--- config.mk ---
export PLATFORM = sky130hd
export DESIGN_NAME = if_inst_buffer
export DESIGN_NICKNAME = d
export VERILOG_FILES = /design/src/rtl/if_inst_buffer.sv
export SDC_FILE = /design/constraint.sdc
export NUM_CORES = 1
export LEC_CHECK = 0
export ABC_CLOCK_PERIOD_IN_PS = 4500
export BUFFER_PORTS_ARGS = -buffer_cell sky130_fd_sc_hd__buf_4
export CAP_MARGIN = 20
export CORE_MARGIN = 3
export CORE_UTILIZATION = 45
export CTS_CLUSTER_DIAMETER = 200
export DETAILED_ROUTE_END_ITERATION = 10
export PLACE_DENSITY = 0.71
export SKIP_LAST_GASP = 1
export SLEW_MARGIN = 25
export SYNTH_ARGS = -nofsm -noshare
export SYNTH_HDL_FRONTEND = slang
export SYNTH_SLANG_ARGS = --single-unit
export TNS_END_PERCENT = 5
--- constraint.sdc ---
create_clock -name clk -period 4.5 [get_ports clk]
set_clock_uncertainty 0.1 [all_clocks]
set_input_delay 0.45 -clock clk [delete_from_list [all_inputs] [get_ports clk]]
set_output_delay 0.45 -clock clk [all_outputs]
set_load 0.02 [all_outputs]
--- src/rtl/if_inst_buffer.sv ---
// Fetch-to-decode decoupling FIFO of {pc, inst} pairs.
// Drops wrong-path fetches on a taken branch and holds the PC register when full.
module if_inst_buffer #(
    parameter int          DEPTH      = 2,
    parameter logic [31:0] RST_PC_VAL = 32'h0
) (
    input  logic                       clk,
    input  logic                       rst,
    input  logic                       fs_valid,
    input  logic [31:0]                fs_pc,
    input  logic [31:0]                fs_inst,
    input  logic                       br_flush,
    input  logic                       ds_allowin,
    output logic                       fs_allowin,
    output logic                       ds_valid,
    output logic [31:0]                ds_pc,
    output logic [31:0]                ds_inst,
    output logic [$clog2(DEPTH):0]     buf_count
);

    localparam int AW = $clog2(DEPTH);
    localparam int CW = AW + 1;

    logic [63:0]   mem [DEPTH];
    logic [AW-1:0] head;
    logic [AW-1:0] tail;
    logic [CW-1:0] count;
    logic [63:0]   head_ent;
    logic          push;
    logic          pop;

    // Allow-in depends only on registered occupancy, never on ds_allowin.
    assign fs_allowin = (count != CW'(DEPTH));
    assign push       = fs_valid & fs_allowin & ~br_flush & ~rst;
    assign ds_valid   = (count != '0);
    assign pop        = ds_valid & ds_allowin;
    assign buf_count  = count;
    assign head_ent   = mem[head];
    assign ds_pc      = ds_valid ? head_ent[63:32] : RST_PC_VAL;
    assign ds_inst    = ds_valid ? head_ent[31:0]  : 32'h0;

    // Entry storage: write the accepted fetch pair at the tail slot.
    always_ff @(posedge clk) begin
        if (push) begin
            mem[tail] <= {fs_pc, fs_inst};
        end
    end

    // Pointers and occupancy; reset beats flush, flush beats push/pop.
    always_ff @(posedge clk) begin
        if (rst || br_flush) begin
            head  <= '0;
            tail  <= '0;
            count <= '0;
        end else begin
            if (push) begin
                tail <= tail + AW'(1);
            end
            if (pop) begin
                head <= head + AW'(1);
            end
            case ({push, pop})
                2'b10:   count <= count + CW'(1);
                2'b01:   count <= count - CW'(1);
                default: count <= count;
            endcase
        end
    end

endmodule

==> impl.org, run 1 <==
** Floorplanning
- The initial utilization of the core area, before any placement, comes to 0.463.
- After floorplanning, the core was divided into 38 placement rows.
- Top Ports :: 137
- Die span in y :: 112 um
- Floorplan core area :: 10900 um2
- The floorplan step set the die width to 112 um.
- Die Footprint :: 12500 um2

** Timing
- Share of the clock period used by the worst path after layout :: 0.571
- Worst-case headroom to the max-slew limit :: 0.432
- The final-report hold violation count came to 0.
- Final worst path period need :: 2.57 ns
- For the final routed database, the setup TNS stands at 0 ns.
- Setup violations remaining at the end of the flow were counted as 0.
- Setup repair after global routing left no endpoint under its margin.
- Max-slew violations :: 0
- For the pin with the worst max-slew slack, the measured transition is 0.850 ns.
- Achievable clock frequency :: 389 MHz

** Routing
- In the routed design, unresolved DRC markers number 0.
- Total wirelength of the detailed-routed design :: 9.73 mm
- Average via count per standard cell :: 4.79
- Number of design-rule violations left by the first detailed-router iteration :: 124
- The count of nets left with antenna violations once routing finished came out at 0.
- Detailed-routing iteration count for the pre-antenna-repair pass :: 4
- WL per Instance :: 15.3 um
- Detailed routing inserted a total of 3040 vias.

** Worst setup path
- Crit Path Class :: flop to output port
- Setup slack on the worst reg-to-reg path comes out at 2.12 ns.
- For this run, the slowest stage of the critical path takes 0.68 ns.
- WP data required :: 3.95 ns
- Origin of the critical flop-to-flop path :: buf_count[0]
- Data on the critical path arrives at its endpoint at 2.02 ns.
- Number of cell instances on the worst register-to-register path :: 4
- In this run the critical register-to-register path is captured at mem[0][58].
- Along the worst path, the maximum fanout reaches 36.
- The largest individual stage delay along the critical path comes from the cell sky130_fd_sc_hd__dfxtp_4.
- Cells along the critical path :: buf_16 > mux2i_1 > nor2_1 > buf_4
- Endpoint class of the critical path :: output port
- STA classifies the critical path startpoint as a flop.

** Clock tree
- CTS sink cnt :: 133
- Once the clock tree was built, the setup fixing pass inserted 0 buffers.
- Number of instances resized during post-cts repair :: 0
- The longest clock path from root to sink contains 2 buffers.
- Insertion delay of the later-clocked pin in the worst-skew pair :: 0.50 ns
- Num CTS Buffers :: 17
- Clock tree synthesis selected as its root buffer the cell sky130_fd_sc_hd__clkbuf_8.
- TritonCTS built the clock tree.
- Buffers inserted to repair hold after CTS numbered 15.
- Clock edge transition at the registers on the reported setup and hold paths :: 0.06 ns
- Maximum level of the CTS H-tree :: 4

** Global routing
- Antenna violations before repair :: 0
- Largest net degree at the start of global routing :: 43
- Overall fraction of global-route tracks in use :: 0.159
- The via count of the first global-routing pass came to 3149.
- Wire length of the first global-routing pass :: 15.2 mm
- After global routing the overflow that remains totals 0.

** Yosys
- Of the post-synthesis cell area, the dominant cell type holds 0.762.
- In the synthesized netlist the dominant register cell turns out to be sky130_fd_sc_hd__edfxtp_1.
- Synthesis instantiated 18 different standard cells from the library.
- By instance count, the leading cell after synthesis is sky130_fd_sc_hd__edfxtp_1.
- The synthesized design spends more area on one cell type than any other, namely sky130_fd_sc_hd__edfxtp_1.
- Counting every net in the synthesized netlist gives 369.
- Of all flip-flops after synthesis, the portion carrying an async set or reset was 0.
- Count of flip-flops with a built-in enable after synthesis :: 128
- Mapped cell area :: 5040 um2
- After synthesis, the cell types taking the most area are sky130_fd_sc_hd__edfxtp_1 76%, sky130_fd_sc_hd__mux2i_1 13%, sky130_fd_sc_hd__nor2_1 5.3%, sky130_fd_sc_hd__dfxtp_1 2.0%, sky130_fd_sc_hd__buf_4 0.89%.
- For this run, the number of Yosys warnings is 0.
- Synth Area per Inst :: 16.9 um2
- Syn Inst Count :: 299
- Of the synthesized area, sequential elements account for 0.782.
- In this run, synthesis produced a sequential element count of 133.
- Leading post-synthesis cells by instance count :: 128 x sky130_fd_sc_hd__edfxtp_1, 71 x sky130_fd_sc_hd__nor2_1, 64 x sky130_fd_sc_hd__mux2i_1

** Hold path
- Worst hold endpoint :: mem[0][23]
- Along the worst hold path, the cell count comes to 1.
- Path category of the worst min-delay check :: input pin to flop
- Critical hold path startpoint :: fs_inst[23]

** Pwr
- Summed over all cells, the static leakage comes to 0.00263 uW.
- Power density cells :: 387 nW/um2
- The worst-case IR drop observed on VDD is 0.235 mV.

** Layout
- Nets@finish :: 553
- Count of fill cells added during filler insertion :: 757
- Once layout is complete, the utilization of the core stands at 0.659.
- The number of antenna diodes in the final layout is 0.
- Synth-to-Final Area Change :: 42.2%
- Layout cells sized above 1 :: 0.341
- Final instance area :: 7170 um2

** Placed design
- After detailed placement, the total cell area comes to 6250 um2.
- IO buf count :: 136
- Routability-driven placement finished with a final weighted congestion of 0.724.
- The wire-length estimate of the detail-placed layout is 6.10 mm.

** Status
- The flow ran to the end, and the final reports show no timing, DRC or antenna violations.

** Flow run
- Across the run, the number of max-cap violations was 0.
[cells in the final DEF, fill, tap and decap left out]
cell type	netlist	final
sky130_fd_sc_hd__edfxtp_1	128	128
sky130_fd_sc_hd__bufinv_16	0	2
sky130_fd_sc_hd__buf_4	6	139
sky130_fd_sc_hd__nand3_1	2	2
sky130_fd_sc_hd__nor2_4	0	3
sky130_fd_sc_hd__mux2i_1	64	64
sky130_fd_sc_hd__o21ai_0	2	2
sky130_fd_sc_hd__a21o_1	1	1
sky130_fd_sc_hd__xnor2_1	1	1
sky130_fd_sc_hd__ha_1	1	1
sky130_fd_sc_hd__clkbuf_8	0	1
sky130_fd_sc_hd__or3_1	1	1
sky130_fd_sc_hd__clkbuf_1	1	8
sky130_fd_sc_hd__nand2b_1	1	1
sky130_fd_sc_hd__or2_2	1	1
sky130_fd_sc_hd__buf_16	0	2
sky130_fd_sc_hd__inv_1	3	3
sky130_fd_sc_hd__xor2_1	2	2
sky130_fd_sc_hd__a21oi_1	2	2
sky130_fd_sc_hd__clkinv_1	0	1
sky130_fd_sc_hd__clkbuf_16	0	16
sky130_fd_sc_hd__dfxtp_1	5	4
sky130_fd_sc_hd__dlygate4sd3_1	0	37
sky130_fd_sc_hd__buf_12	0	1
sky130_fd_sc_hd__clkinv_2	0	3
sky130_fd_sc_hd__dfxtp_4	0	1
sky130_fd_sc_hd__nor2_1	71	68
[routing by layer]
layer,GRT usage,share of wire,vias to the layer above
li1,-,-,1472
met1,0.183,0.41,1451
met2,0.265,0.52,106
met3,0.0647,0.070,11
met4,0.0608,0.0079,0
met5,0,0,-
[registers in the layout (all words and copies together), names as in the netlist, named ones only]
register and cells:
buf_count 2, head 1, mem 128, tail 1
[kinds of logic after synthesis]
kind of cell,share of synthesized area
flip-flops,0.782
buffers and inverters,0.0189
XOR/XNOR,0.00521
AND/OR/NAND/NOR,0.0586
AO/OA/AOI/OAI,0.00546
adder cells (fa/ha/maj),0.00248
multiplexers,0.127
[metrics by stage]
stage | total power [uW] | instances | hold WS, ns | setup slack [ns]
after floorplan | 1470 | 299 | 0.372 | 0.215
after global placement | 1550 | 565 | 0.388 | 2.06
after detailed placement | 1550 | 566 | 0.390 | 2.02
after CTS | 2790 | 612 | 0.0000553 | 1.45
after global routing | 2880 | 635 | -0.000855 | 1.75
final | 2770 | 635 | 0.0300 | 1.93
[report_power, final]
group	switching [uW]	leakage (uW)	internal [uW]
Combinational	73.0	0.00117	89.3
Sequential	6.89	0.00120	1380
Clock	443	0.000255	779
[critical path: cells and delay by family, from the launching register on]
| family | cells | cell delay [ns] |
|---|---|---|
| mux | 1 | 0.29 |
| buf+inv | 2 | 0.47 |
| simple gates | 1 | 0.06 |
| flops | 1 | 0.68 |
[how the worst max path moves through the flow]
stage | start | to | cells past startpoint
6_report | flop | ds_inst[1] | 4
5_1_grt | flop | ds_pc[0] | 4
4_1_cts | buf_count[1] | ds_inst[10] | 4
3_5_place_dp | buf_count[1] | ds_pc[26] | 4
3_3_place_gp | buf_count[1] | ds_pc[24] | 4
2_1_floorplan | buf_count[0] | mem[0][0] | 3
[cell type report]
type	instances	area (um2)	share of cell area
Tap cell	140	175	0.0244
Clock buffer	25	444	0.0619
Clock inverter	6	78.8	0.0110
Sequential cell	133	3950	0.551
Timing Repair Buffer	179	1490	0.208
Multi-Input combinational cell	149	1020	0.143
Inverter	3	11.3	0.00157
No activity file was read; power rests on OpenSTA's default activity.
==> inputs of run 2 (changes only) <==
--- a/config.mk
+++ b/config.mk
@@ -5,14 +5,15 @@
 export SDC_FILE = /design/constraint.sdc
 export NUM_CORES = 1
 export LEC_CHECK = 0
-export ABC_CLOCK_PERIOD_IN_PS = 4500
+export ABC_AREA = 1
+export ABC_CLOCK_PERIOD_IN_PS = 2200
 export BUFFER_PORTS_ARGS = -buffer_cell sky130_fd_sc_hd__buf_4
 export CAP_MARGIN = 20
 export CORE_MARGIN = 3
 export CORE_UTILIZATION = 45
 export CTS_CLUSTER_DIAMETER = 200
 export DETAILED_ROUTE_END_ITERATION = 10
-export PLACE_DENSITY = 0.71
+export PLACE_DENSITY = 0.74
 export SKIP_LAST_GASP = 1
 export SLEW_MARGIN = 25
 export SYNTH_ARGS = -nofsm -noshare
==> constraint.sdc (replaced) <==
create_clock -name clk -period 2.2 [get_ports clk]
set_clock_uncertainty 0.1 [all_clocks]
set_input_delay 0.22 -clock clk [delete_from_list [all_inputs] [get_ports clk]]
set_output_delay 0.22 -clock clk [all_outputs]
set_load 0.02 [all_outputs]
==> run 2 against run 1 <==
  * Synthesized cell count up 26%
  * Die area up 1.2%
  * Non-clock buffer count is 31 higher
  * Final area grew 4.7%
  * Wire length grew 15%
  * Utilization is 2.5 points higher
  * Via count increased by 17%
  * Count of clock-buffer cells in the layout is 3 lower
  * Combinational power grew 130%
  * Flip-flop and latch count did not move
  * Worst hold slack improved by 0.087 ns
  * Critical endpoint is now ds_pc[5]
==> impl.org, run 2 <==
** Timing
- At the pin with the least slew margin, the transition time is 0.473 ns.
- Max-slew violations :: 0
- Setup violations remaining at the end of the flow were counted as 0.
- Achievable clock frequency :: 486 MHz
- The final-report hold violation count was 0.
- Dividing the final minimum period by the clock period gives 0.935.
- In the final timing run, aggregate negative setup slack is 0 ns.
- Worst-case headroom to the max-slew limit :: 0.685
- Minimum setup slack in the final design :: 0.143 ns
- Final worst path period need :: 2.06 ns
- Setup repair after global routing left no endpoint under its margin.
- Minimum hold slack :: 0.117 ns

** Layout
- In the final layout, the share of cells above drive strength 1 is 0.319.
- Largest register FFs :: 128
- The filler cells instantiated in the layout total 732.
- Most frequent standard cell in the layout excluding fill and tap cells :: sky130_fd_sc_hd__buf_4
- Relative to the synthesized area, the layout overhead comes to 47.1%.
- Final instance area :: 7510 um2
- ANT cells :: 0
- The net count of the finished layout is 655.
- Leaving out fill and tap cells, the most frequent cells in the layout are 141 x sky130_fd_sc_hd__buf_4, 133 x sky130_fd_sc_hd__nand2_1, 128 x sky130_fd_sc_hd__edfxtp_1.
- mem holds more flip-flops than any other register.

** Yosys
- The number of nets in the synthesized netlist is 446.
- After synthesis, the share of flip-flops with an asynchronous set or reset is 0.
- Mapped cell area :: 5110 um2
- Synth Area per Inst :: 13.6 um2
- Cell taking the most area after synthesis :: sky130_fd_sc_hd__edfxtp_1
- The share of the Yosys chip area taken by registers is 0.772.
- Of the post-synthesis cell area, the dominant cell type holds 0.753.
- Yosys warns :: 0
- Synthesis handed over a netlist of 376 instances.
- Most area-consuming cells after synthesis :: sky130_fd_sc_hd__edfxtp_1 75%, sky130_fd_sc_hd__nand2_1 9.9%, sky130_fd_sc_hd__a21oi_1 6.2%, sky130_fd_sc_hd__dfxtp_1 2.0%, sky130_fd_sc_hd__buf_6 1.8%
- For this run, the leading register cell type out of synthesis is sky130_fd_sc_hd__edfxtp_1.
- Leading post-synthesis cells by instance count :: 134 x sky130_fd_sc_hd__nand2_1, 128 x sky130_fd_sc_hd__edfxtp_1, 63 x sky130_fd_sc_hd__a21oi_1
- After synthesis, the netlist uses 19 different library cells.
- By instance count, the leading cell after synthesis is sky130_fd_sc_hd__nand2_1.
- Post-synthesis register bit count :: 133
- Count of flip-flops with a built-in enable after synthesis :: 128

** Worst setup path
- Crit Path Class :: flop to output port
- Slowest cell on crit path :: sky130_fd_sc_hd__buf_4
- For this run, the slowest stage of the critical path takes 0.42 ns.
- Counting stages on the worst path, the most repeated cell is sky130_fd_sc_hd__buf_4.
- Endpoint class of the critical path :: output port
- Maximum net fanout on the critical path :: 44
- Cells along the critical path :: buf_4 > nand2_1 > a21oi_1 > buf_4
- Nature of the critical path startpoint :: flop
- At the worst endpoint, the required time is 1.88 ns.
- Arrival @ worst endpoint :: 1.74 ns

** Global routing
- The first global-routing pass estimated 17.7 mm of wire.
- The via count of the first global-routing pass was 3553.
- Entering global routing, the biggest net connects 65 pins.
- The initial antenna violation count was 0.
- In the global route stage, overall resource usage came out at 0.182.
- GR Overflow Total :: 0

** Hold path
- Path category of the worst min-delay check :: input pin to flop

** Clock tree
- The tree built by TritonCTS fans out to 133 sinks.
- After clock tree synthesis, the flow added hold-fix buffers numbering 66.
- After clock tree synthesis, the clock-pin slew on the worst setup and hold paths is 0.06 ns.
- Buffer levels on the longest clock path :: 2
- TritonCTS built the clock tree.
- The later pin in the worst-skew pair is clocked with a latency of 0.41 ns.
- Number of instances resized during post-cts repair :: 0
- Clock tree synthesis selected as its root buffer the cell sky130_fd_sc_hd__clkbuf_16.
- Buffers inserted during clock tree synthesis total 17.
- The clock tree synthesis step divided the H-tree into 4 levels.
- Setup repair bufs after CTS :: 0

** Floorplanning
- Floorplan core area :: 11000 um2
- Pin placement for this block handled 137 I/O pins.
- Die Footprint :: 12700 um2
- Die span in y :: 113 um
- # rows :: 38
- Effective utilization at floorplan :: 0.465
- Die X-Extent :: 113 um

** Placed design
- Detailed placement finished with a half-perimeter wire length of 6.17 mm.
- Placer's final routability congestion estimate :: 0.726
- Once placement finished, the instance area stood at 6240 um2.
- IO buf count :: 136
- OpenSTA, run right after detailed placement, puts the worst setup slack at 0.544 ns.

** Flow run
- Max-cap viol count :: 0

** Routing
- WL per Instance :: 15.1 um
- For this block, the initial DRC count from the detailed router was 157.
- The final route contains 3561 vias.
- In this run the remaining antenna-violating nets after routing total 0.
- Average via count per standard cell :: 4.83
- Total wirelength of the detailed-routed design :: 11.2 mm
- For this run, design rule violations remaining after detail routing come to 0.
- The first detailed-routing pass took 6 iterations.

** Status
- The run finished with clean final reports.

** Pwr
- Dividing total power by cell area gives a power density of 804 nW/um2.
- Leakage power summed over all cells :: 0.00296 uW
- IR analysis of the VDD net gives a maximum drop of 0.486 mV.
## run 2: per-layer routing
metal,up-vias,global-route usage,wire [um]
li1,1744,-,-
met1,1682,0.217,4500
met2,119,0.308,5790
met3,16,0.0604,739
met4,0,0.0657,134
met5,-,0,0
## run 2: final timing paths
check,cells after the start,startpoint,slack (ns),end
worst max register to register,5,buf_count[0],0.56,mem[1][9]
worst min-delay path,5,fs_valid,0.12,tail
worst min register to register,2,head,0.41,flop
worst max-delay path,4,flop,0.14,ds_pc[5]
## run 2: cells by family (layout without fill, tap and decap cells)
family | after synthesis | count (layout) | share of synthesized area
AND/OR/NAND/NOR | 147 | 147 | 0.112
flip-flops | 133 | 133 | 0.772
AO/OA/AOI/OAI | 68 | 68 | 0.0696
buffers and inverters | 27 | 249 | 0.0431
adder cells (fa/ha/maj) | 1 | 1 | 0.00245
## run 2: power breakdown
group          internal, uW  total [uW]  switching (uW)  leakage (uW)
sequential             2820        2830            9.90       0.00120
combinational           207         371             164       0.00147
clock                  1820        2840            1010      0.000287
## run 2: cell type report
cell class              count  area (um2)  area share
clock inverters            10         120      0.0160
flip-flops and latches    133        3950       0.526
clock buffers              22         494      0.0658
multi-input cells         216         962       0.128
well taps                 140         175      0.0233
inverters                   7        30.0     0.00400
repair buffers            210        1780       0.237
## run 2: per-stage QoR
stage | total power (uW) | utilization | instances
floorplan | 2990 | - | 376
global placement | 3150 | 0.568 | 640
detailed placement | 3160 | 0.568 | 640
CTS | 6070 | 0.684 | 738
global route | 6250 | 0.684 | 738
finish | 6040 | 0.684 | 738
## run 2: worst max-delay path: cells and delay by family (launching register included)
family	cells	cell delay [ns]
and+or+nand+nor	1	0.09
AOI/OAI and AO/OA	1	0.27
buffers and inverters	2	0.62
DFF	1	0.35
